===== src/rtl/mem_arbiter.sv =====
// Two-port arbitrated single-access memory: round-robin on ties, fixed LATENCY
// from accept to a one-cycle ready pulse, with out-of-range detection.
module mem_arbiter #(
    parameter int DATA_W  = 8,
    parameter int ADDR_W  = 8,
    parameter int DEPTH   = 128,
    parameter int LATENCY = 2
) (
    input  logic              clk,
    input  logic              rst_n,
    input  logic              req0,
    input  logic              req1,
    input  logic              we0,
    input  logic              we1,
    input  logic [ADDR_W-1:0] addr0,
    input  logic [ADDR_W-1:0] addr1,
    input  logic [DATA_W-1:0] wdata0,
    input  logic [DATA_W-1:0] wdata1,
    output logic [DATA_W-1:0] rdata0,
    output logic [DATA_W-1:0] rdata1,
    output logic              ready0,
    output logic              ready1,
    output logic              err0,
    output logic              err1
);

    localparam int              IDX_W     = (DEPTH > 1) ? $clog2(DEPTH) : 1;
    localparam logic [ADDR_W:0] DEPTH_L   = (ADDR_W+1)'(DEPTH);
    localparam logic [3:0]      BUSY_LAST = 4'(LATENCY - 2);

    typedef enum logic [1:0] {IDLE, BUSY, DONE} state_t;

    state_t            state;
    logic [3:0]        cnt;
    logic              last_grant;
    logic              lat_port;
    logic              lat_we;
    logic [ADDR_W-1:0] lat_addr;
    logic [DATA_W-1:0] lat_wdata;
    logic [DATA_W-1:0] mem [DEPTH];

    logic              any_req;
    logic              grant;
    logic              op_port;
    logic              op_we;
    logic [ADDR_W-1:0] op_addr;
    logic [DATA_W-1:0] op_wdata;
    logic              in_range;
    logic              enter_done;
    logic [IDX_W-1:0]  idx;

    // With LATENCY=1 the accept edge is also the DONE-entry edge, so the
    // operation is taken straight from the granted port instead of the latch.
    always_comb begin
        any_req = req0 | req1;
        grant   = (req0 && req1) ? ~last_grant : req1;
        if (state == IDLE) begin
            op_port  = grant;
            op_we    = grant ? we1    : we0;
            op_addr  = grant ? addr1  : addr0;
            op_wdata = grant ? wdata1 : wdata0;
        end else begin
            op_port  = lat_port;
            op_we    = lat_we;
            op_addr  = lat_addr;
            op_wdata = lat_wdata;
        end
        in_range   = {1'b0, op_addr} < DEPTH_L;
        idx        = op_addr[IDX_W-1:0];
        enter_done = (state == IDLE && any_req && LATENCY == 1) ||
                     (state == BUSY && cnt == BUSY_LAST);
    end

    // Array has no reset; the rst_n gate keeps an aborted access from committing.
    always_ff @(posedge clk) begin
        if (rst_n && enter_done && op_we && in_range)
            mem[idx] <= op_wdata;
    end

    always_ff @(posedge clk) begin
        if (!rst_n) begin
            state      <= IDLE;
            cnt        <= '0;
            last_grant <= 1'b1;
            lat_port   <= 1'b0;
            lat_we     <= 1'b0;
            lat_addr   <= '0;
            lat_wdata  <= '0;
            ready0     <= 1'b0;
            ready1     <= 1'b0;
            err0       <= 1'b0;
            err1       <= 1'b0;
            rdata0     <= '0;
            rdata1     <= '0;
        end else begin
            ready0 <= 1'b0;
            ready1 <= 1'b0;
            err0   <= 1'b0;
            err1   <= 1'b0;
            case (state)
                IDLE: if (any_req) begin
                    lat_port   <= grant;
                    lat_we     <= op_we;
                    lat_addr   <= op_addr;
                    lat_wdata  <= op_wdata;
                    last_grant <= grant;
                    cnt        <= '0;
                    state      <= (LATENCY == 1) ? DONE : BUSY;
                end
                BUSY: begin
                    if (cnt == BUSY_LAST) state <= DONE;
                    else                  cnt   <= cnt + 4'd1;
                end
                DONE:    state <= IDLE;
                default: state <= IDLE;
            endcase
            if (enter_done) begin
                if (op_port) begin
                    ready1 <= 1'b1;
                    err1   <= ~in_range;
                    if (!op_we) rdata1 <= in_range ? mem[idx] : '0;
                end else begin
                    ready0 <= 1'b1;
                    err0   <= ~in_range;
                    if (!op_we) rdata0 <= in_range ? mem[idx] : '0;
                end
            end
        end
    end

endmodule


===== config.mk =====
export PLATFORM = sky130hd
export DESIGN_NAME = mem_arbiter
export DESIGN_NICKNAME = d
export VERILOG_FILES = /design/src/rtl/mem_arbiter.sv
export SDC_FILE = /design/constraint.sdc
export NUM_CORES = 1
export LEC_CHECK = 0
export CAP_MARGIN = 0
export CORE_MARGIN = 1.5
export CORE_UTILIZATION = 50
export CTS_BUF_LIST = sky130_fd_sc_hd__clkbuf_8
export DETAILED_ROUTE_END_ITERATION = 16
export PLACE_DENSITY = 0.69
export SYNTH_ARGS = -nofsm -noshare
export SYNTH_HDL_FRONTEND = slang
export SYNTH_SLANG_ARGS = --single-unit

===== constraint.sdc =====
create_clock -name clk -period 14.48 [get_ports clk]
set_input_delay 4.344 -clock clk [delete_from_list [all_inputs] [get_ports clk]]
set_output_delay 4.344 -clock clk [all_outputs]
set_load 0.005 [all_outputs]

* Word level (Yosys, flattened, before mapping) *
Memory sizes are Yosys's and may differ from the RTL's.
Index checks and enable logic that the tools add are counted.

word-level totals
  flip-flop bits (word level) = 45
  RAM bits = 1024
  input port bits = 38
  word-level logic and storage cells = 62
  memories = 1

memory list
  name  words  bits a word  read ports  clocked after Yosys merged registers in  wr ports  RTL line  text
  mem   128    8            1           0                                        1         40        logic [DATA_W-1:0] mem [DEPTH];

operators by class
  add/subtract/negate cells = 1
  $lt $le $gt $ge = 1
  eq/ne operators = 4
  multiplexer cells = 19
  bitwise operators = 7
  reduce and logical (&&, ||, !) cells = 16

operators with widths
  cell                                                    number
  two-way mux 8 bit                                       5
  AND reduction 3 bit                                     4
  < comparator 8 bit (second input constant)              1
  two-way mux 1 bit                                       8
  two-way mux 4 bit                                       2
  one-hot mux 4 bit (2 select lines)                      1
  NOT 1 bit                                               6
  AND reduction 2 bit                                     3
  logical AND 1 bit                                       5
  adder 4 x 1 -> 4 bit (second input constant)            1
  logical NOT 4 bit                                       1
  two-way mux 2 bit                                       2
  inequality test 2 bit (second input constant)           2
  one-hot mux 2 bit (2 select lines)                      1
  OR reduction 3 bit                                      1
  == test 2 x 1 -> 1 bit (second input constant)          1
  logical NOT 2 bit                                       1
  inequality test 2 x 1 -> 1 bit (second input constant)  1
  nonzero test 2 bit                                      1
  OR 1 bit                                                1

* Logic depth before layout (Yosys ltp) *
Gate-level depths: netlist (run 1).

  word-level depth = 8
  depth in mapped cells = 14
  mapped depth without buffers = 9

* Worst setup path after synthesis (run 1) *
Ideal clock, no wire load.

  kind = in2reg
  start = in req1
  end = mem mem[0][0], data pin
  library setup time = 1.197 ns
  arrival time = 10.602 ns
  setup slack = 2.681 ns
  cell stages on the path = 7
  cell sequence = buf_4 a21bo_2 buf_2 buf_2 buf_1 mux2i_1 o21ai_0

between the ends
  cells in the longest elaborated chain, start to end = 4

RTL lines
  item                 RTL line  text
  from (decl)          12        input logic req1,
  logical AND 1 bit    56        grant = (req0 && req1) ? ~last_grant : req1;
  two-way mux 1 bit *  56
  two-way mux 8 bit *  61        op_wdata = grant ? wdata1 : wdata0;
  two-way mux 8 bit *  57        if (state == IDLE) begin
  net op_wdata[0]      47        logic [DATA_W-1:0] op_wdata;
  to (decl)            40

Mark *: on every way through the listed nets, which the timed path passes. The rest lies on a longest branch.

* Worst setup path in the final report (run 1) *
  start = in req1
  end = mem mem[21][1], enable pin

between the ends
  cells in the longest elaborated chain, start to end = 8
  elaborated cells on any way between the ends = 11
  classes of those cells = order compare: 1; mux: 7; reduce/logical: 3

RTL lines
  item                                                            RTL line  text
  logical AND 1 bit                                               56
  two-way mux 1 bit *                                             56
  two-way mux 8 bit / two-way mux 1 bit (equally long branches)   60, 59
  two-way mux 8 bit / two-way mux 1 bit (equally long branches)   57
  < comparator 8 bit / logical AND 1 bit (equally long branches)  68, 76
  logical AND 1 bit                                               76        if (rst_n && enter_done && op_we && in_range)
  two-way mux 1 bit                                               76
  two-way mux 1 bit (implied by the code)                         77        mem[idx] <= op_wdata;

Every way passes the cells marked *; elsewhere a longest branch is shown, timed or not.

==> out/metrics.csv, run 1 <==
stage,metric,value,unit
setup_path,cp_cell_sequence,clkdlybuf4s50_1 > a21boi_2 > o221ai_4 > buf_4 > nand2_4 > buf_4 > nor2_1 > nand3_2 > nor2_1,
finish,area_growth_syn_to_layout,10.61,%
routing,ant_nets,0,
sta,final-setup-viol-count,0,
yosys,synthCells,2731,
routing,vias,27690,
sta,hold_viol_final,0,
clock_network,cts_tree,done,
clock_network,cts.clk_slew.worst_paths,0.06,ns
routing,drtIter0Drc,4544,
floorplan,die-area,0.08689,mm2
floorplan,start_util,50.70,%
place,dp.cells,3795,
global_routing,antenna_found_initial,4,
finish,layout.cells.non_filler,4079,
power,power.density,149.0,mW/mm2
global_routing,grt_use_total,29.70,%
clock_network,cts.repair.resized,0,
sta,holdWs,0.4918,ns
min_path,min_path_type,reg -> reg,
yosys,ys.flop_type,edfxtp_1,
global_routing,grt_max_degree,98,
finish,final_util,56.08,%
finish,layout.nets,2865,
power,ir_worst_vdd,0.08509,mV
run_status,status,"complete, no violations",
clock_network,holdBufCountCts,0,
routing,routed_wl,129.4,mm
place,dp_hpwl,74.54,mm
routing,dr.pass1.iters,6,
yosys,syn-num-nets,2771,
global_routing,grt_pass1_wl,185.2,mm
clock_network,ctsLongestPathBuffers,3,
sta,slew_headroom,21.45,%
run,maxCapViolations,0,
sta,maxSlewViolCount,0,
setup_path,path_max_fanout,54,
routing,viasPerCell,6.789,
setup_path,crit_required,14.93,ns
yosys,syn_area,0.04256,mm2
sta,clock.fmax,110.4,MHz
clock_network,cts_sinks,1069,
yosys,yosysUniqueCellTypes,92,
yosys,syn_avg_cell_area,15.59,um2
yosys,synth_edf_count,1024,
floorplan,core-area,0.08395,mm2
routing,avgRoutedWirePerCell,31.72,um
finish,final_cell_mix,"edfxtp_1, nor2_1, nand2_1, clkbuf_8, o221ai_1",
floorplan,rows,106,
setup_path,cp_top_family,simple AND/OR/NAND/NOR gates,
clock_network,cts_buffers,162,
global_routing,first_global_vias,26690,
sta,fin_crit,9.054,ns
setup_path,critPathLaunchType,input port,
clock_network,clock_latency,0.85,ns
sta,skew,0.04572,ns
place,pre_cts_ws,4.900,ns
sta,tightestPinTransition,1.178,ns
place,io_buffers,57,
routing,drc,0,
setup_path,path_class,in -> reg,
setup_path,slowest_delay,0.95,ns
yosys,yosys_register_bits,1069,
finish,post-route-cell-area,0.04708,mm2
power,power_leakage,15.14,nW
setup_path,critPathBufInv,3,
finish,layout_commonest_cell,edfxtp_1,
setup_path,worstPathArrival,9.50,ns
sta,finalWorstSetupSlack,5.426,ns
yosys,yosysSeqAreaShare,74.36,%
setup_path,end_kind,register,
sta,tns,0,ns
floorplan,die_w,294.8,um
clock_network,h-tree-depth,4,
place,place_area,0.04423,mm2
clock_network,cts_setup_buffers,0,
floorplan,fp.dieH,294.8,um
setup_path,crit_path_top_delay_cell,nor2_1,
clock_network,cts_root_buf,clkbuf_8,
yosys,synthArstFlopShare,0,%
finish,drive_above_1_share,12.30,%
floorplan,ios,58,
sta,rsz0062_at_grt,false,
yosys,yosysWarnings,0,
global_routing,gr-total-overflow,0,
power,power,7.015,mW
sta,fin_crit_sh,62.53,%
place,gp_congestion,0.9623,
## worst reg2reg max path, delay by kind of cell, from the launching register on
family	cells	cell delay, ns
and+or+nand+nor	6	4.77
buffers and inverters	1	0.49
DFF	1	0.40
## report_power, final
part / total [mW] / leakage [nW] / switching, mW / internal (mW)
Clock: 2.24 / 1.66 / 1.16 / 1.08
Combinational: 1.27 / 3.84 / 0.939 / 0.328
Sequential: 3.51 / 9.64 / 0.0128 / 3.50
## layout make-up
class / count / area (um2)
Fill cell: 6518 / 36870
Sequential cell: 1069 / 31650
Multi-Input combinational cell: 1454 / 10010
Clock buffer: 167 / 2298
Tap cell: 1134 / 1419
Timing Repair Buffer: 130 / 1131
Clock inverter: 116 / 541.8
Inverter: 8 / 30.03
Antenna cell: 1 / 2.502
## state kept, by name (all words and copies together), names as in the netlist
register,flops
ready1,1
rdata1,8
rdata0,8
cnt,4
state,2
lat_port,1
err1,1
mem,1024
lat_addr,8
last_grant,1
ready0,1
err0,1
lat_wdata,8
lat_we,1
## worst paths after layout
check | start | endpoint | slack [ns] | cells past startpoint
max | req1 | mem[21][1]$_DFFE_PP_ | 5.43 | 9
min | lat_wdata[7]$_SDFFE_PN0P_ | lat_wdata[7]$_SDFFE_PN0P_ | 0.49 | 2
max reg2reg | state[1]$_SDFFE_PN0P_ | mem[21][1]$_DFFE_PP_ | 8.45 | 7
min reg2reg | lat_wdata[7]$_SDFFE_PN0P_ | lat_wdata[7]$_SDFFE_PN0P_ | 0.49 | 2
## cell families (layout without fill, tap and decap cells)
logic type,after synthesis,count (layout),share of synthesized area (%)
flip-flops,1069,1069,74.36
other,0,1,0
XOR/XNOR,2,2,0.04116
adder cells (fa/ha/maj),2,2,0.05878
AND/OR/NAND/NOR,623,623,6.711
AO/OA/AOI/OAI,682,682,11.95
buffers and inverters,208,421,2.728
multiplexers,145,145,4.157
## metal layers
layer,part of all wire (%),routed length (um),global-route usage (%)
met4,5.3,6806,14.37
met1,36,47210,40.21
met2,44,57330,44.10
met3,14,18000,8.702
met5,0.024,31,0
## Yosys cell counts (all sizes together), types with 46 or more instances
cell type	count	share of area [%]
o21ai	58	0.68
edfxtp	1024	72
nor2	212	2.0
a211oi	90	1.6
o22ai	103	1.5
o221ai	131	2.8
mux2i	104	2.4
clkbuf	62	0.55
and3	79	1.2
a21oi	80	0.94
a31oi	46	0.68
nand2	202	1.8
buf	138	2.1
(Power assumes the default switching activity.)
==> inputs of run 2 (changes only) <==
==> constraint.sdc (replaced) <==
create_clock -name clk -period 9.05 [get_ports clk]
set_input_delay 2.715 -clock clk [delete_from_list [all_inputs] [get_ports clk]]
set_output_delay 2.715 -clock clk [all_outputs]
set_load 0.005 [all_outputs]
==> out/metrics.csv, run 2 (synthesized netlist as in run 1, its figures left out) <==
stage,metric,value,unit,change
run_status,status,"complete, no violations",,
setup_path,worstPathArrival,7.63,ns,-1.87 ns
clock_network,holdBufCountCts,0,,unchanged
min_path,hp-start,lat_addr[7]$_SDFFE_PN0P_,,
sta,rsz0062_at_grt,false,,
place,gp_congestion,0.9919,,+3.1%
floorplan,die-area,0.08689,mm2,unchanged
setup_path,r2r-start,state[1]$_SDFFE_PN0P_,,
routing,drtIter0Drc,4290,,-5.6%
setup_path,crit_required,9.51,ns,-5.42 ns
setup_path,path_max_fanout,22,,-59%
setup_path,path_class,in -> reg,,
finish,final_cell_mix,"edfxtp_1, nor2_1, nand2_1, clkbuf_8, o221ai_1",,
min_path,whs_endpoint,lat_addr[7]$_SDFFE_PN0P_,,
routing,vias,27590,,-0.36%
finish,largest_reg_flops,1024,,unchanged
run,maxCapViolations,0,,unchanged
finish,layout.cells.non_filler,4099,,+0.49%
routing,avgRoutedWirePerCell,31.17,um,-1.7%
clock_network,cts_sinks,1069,,unchanged
global_routing,gr-total-overflow,0,,unchanged
setup_path,r2r_cells,10,,+3
sta,maxSlewViolCount,0,,unchanged
floorplan,start_util,50.70,%,unchanged
clock_network,cts_buffers,162,,unchanged
routing,drc,0,,unchanged
setup_path,r2r_end,rdata1[7]$_SDFFE_PN0P_,,
sta,clock.fmax,139.6,MHz,
power,ir_worst_vdd,0.1549,mV,+82%
global_routing,grt_max_degree,107,,+9.2%
floorplan,die_w,294.8,um,unchanged
routing,ant_nets,0,,unchanged
finish,drive_above_1_share,12.69,%,+0.40 points
sta,final-setup-viol-count,0,,unchanged
finish,layout_commonest_cell,edfxtp_1,,
finish,largest-register,mem,,
floorplan,core-area,0.08395,mm2,unchanged
clock_network,cts_tree,done,,
clock_network,cts_root_buf,clkbuf_8,,
finish,layout.nets,2877,,+0.42%
place,dp_hpwl,75.75,mm,+1.6%
finish,area_growth_syn_to_layout,11.13,%,
sta,skew,0.04669,ns,+0.0009712 ns
clock_network,h-tree-depth,4,,unchanged
clock_network,ctsLongestPathBuffers,3,,unchanged
floorplan,rows,106,,unchanged
sta,fin_crit_sh,79.17,%,
routing,dr.pass1.iters,7,,+1
clock_network,clock_latency,0.85,ns,about the same
place,dp.cells,3806,,+0.29%
place,io_buffers,57,,unchanged
global_routing,grt_pass1_wl,184.0,mm,-0.62%
sta,tightestPinTransition,1.349,ns,+0.1711 ns
floorplan,fp.dieH,294.8,um,unchanged
global_routing,antenna_found_initial,5,,+1
power,power.density,238.2,mW/mm2,+60%
clock_network,cts.repair.resized,0,,unchanged
setup_path,critPathLaunchType,input port,,
min_path,worstHoldPathCells,2,,unchanged
power,power_leakage,15.29,nW,+1.0%
floorplan,ios,58,,unchanged
sta,slew_headroom,9.788,%,-12 points
routing,viasPerCell,6.732,,-0.84%
setup_path,r2r_slack,3.73,ns,-4.72 ns
clock_network,cts.clk_slew.worst_paths,0.06,ns,about the same
sta,holdWs,0.4799,ns,-0.01185 ns
setup_path,end_kind,register,,
sta,tns,0,ns,unchanged
global_routing,grt_use_total,29.41,%,-0.30 points
sta,hold_viol_final,0,,unchanged
min_path,min_path_type,reg -> reg,,
global_routing,first_global_vias,26850,,+0.60%
routing,routed_wl,127.8,mm,-1.2%
clock_network,cts_setup_buffers,0,,unchanged
sta,fin_crit,7.165,ns,
## run 2: cell count changes in the layout (fill, tap and decap cells not counted), moves of 3 or more
cell,delta
clkinv_1,-7
nand3_2,-6
clkinv_2,+9
buf_4,+3
clkinv_8,+5
buf_12,+8
inv_6,-3
nand3_1,+6
clkbuf_8,-4
inv_1,+5
## run 2: layout make-up
type                    count  area [um2]
well taps                1134        1419
fillers                  6475       36650
inverters                   8       30.03
flip-flops and latches   1069       31650
multi-input cells        1454        9967
clock buffers             163        2243
repair buffers            142        1319
clock inverters           126       665.6
diodes                      3       7.507
## run 2: how the worst max path moves through the flow
stage | start | endpoint | slack (ns) | cells after the start
detailed placement | req1 | mem[69][3]$_DFFE_PP_ | 1.28 | 8
floorplan | req1 | mem[0][0]$_DFFE_PP_ | 1.07 | 7
finish | req1 | mem[69][6]$_DFFE_PP_ | 1.88 | 8
CTS | req1 | mem[69][6]$_DFFE_PP_ | 2.14 | 8
global placement | req1 | rdata1[7]$_SDFFE_PN0P_ | 1.34 | 11
global route | req1 | mem[69][6]$_DFFE_PP_ | 1.79 | 8
## run 2: power breakdown
group / internal [mW] / total, mW / switching [mW]
registers: 5.59 / 5.61 / 0.0206
logic: 0.550 / 2.03 / 1.48
clock network: 1.73 / 3.62 / 1.89
total: 7.88 / 11.3 / 3.39
## run 2: worst max-delay path, cell delays in order
cell             delay (ns)
clkdlybuf4s50_1        0.61
a21boi_2               0.66
o221a_1                0.72
nor2_8                 0.27
nor2_1                 0.56
nand3_1                0.98
buf_4                  0.54
nor2_1                 0.55
## run 2: metrics by stage
step	utilization (%)	power [mW]	setup slack (ns)	instance area, um2
3_5_place_dp	52.85	7.662	1.277	44370
2_1_floorplan	-	6.917	1.071	42560
3_3_place_gp	52.85	7.640	1.337	44370
5_1_grt	56.34	11.54	1.791	47300
4_1_cts	56.32	11.20	2.143	47280
6_report	56.34	11.27	1.885	47300
## run 2: layer usage
layer / track usage (%) / up-vias / wire length (um)
met3: 9.034 / 430 / 17330
met1: 39.80 / 13660 / 47570
met4: 14.79 / 6 / 7012
li1: - / 11330 / -
met2: 43.12 / 2167 / 55820
met5: 0 / - / 38
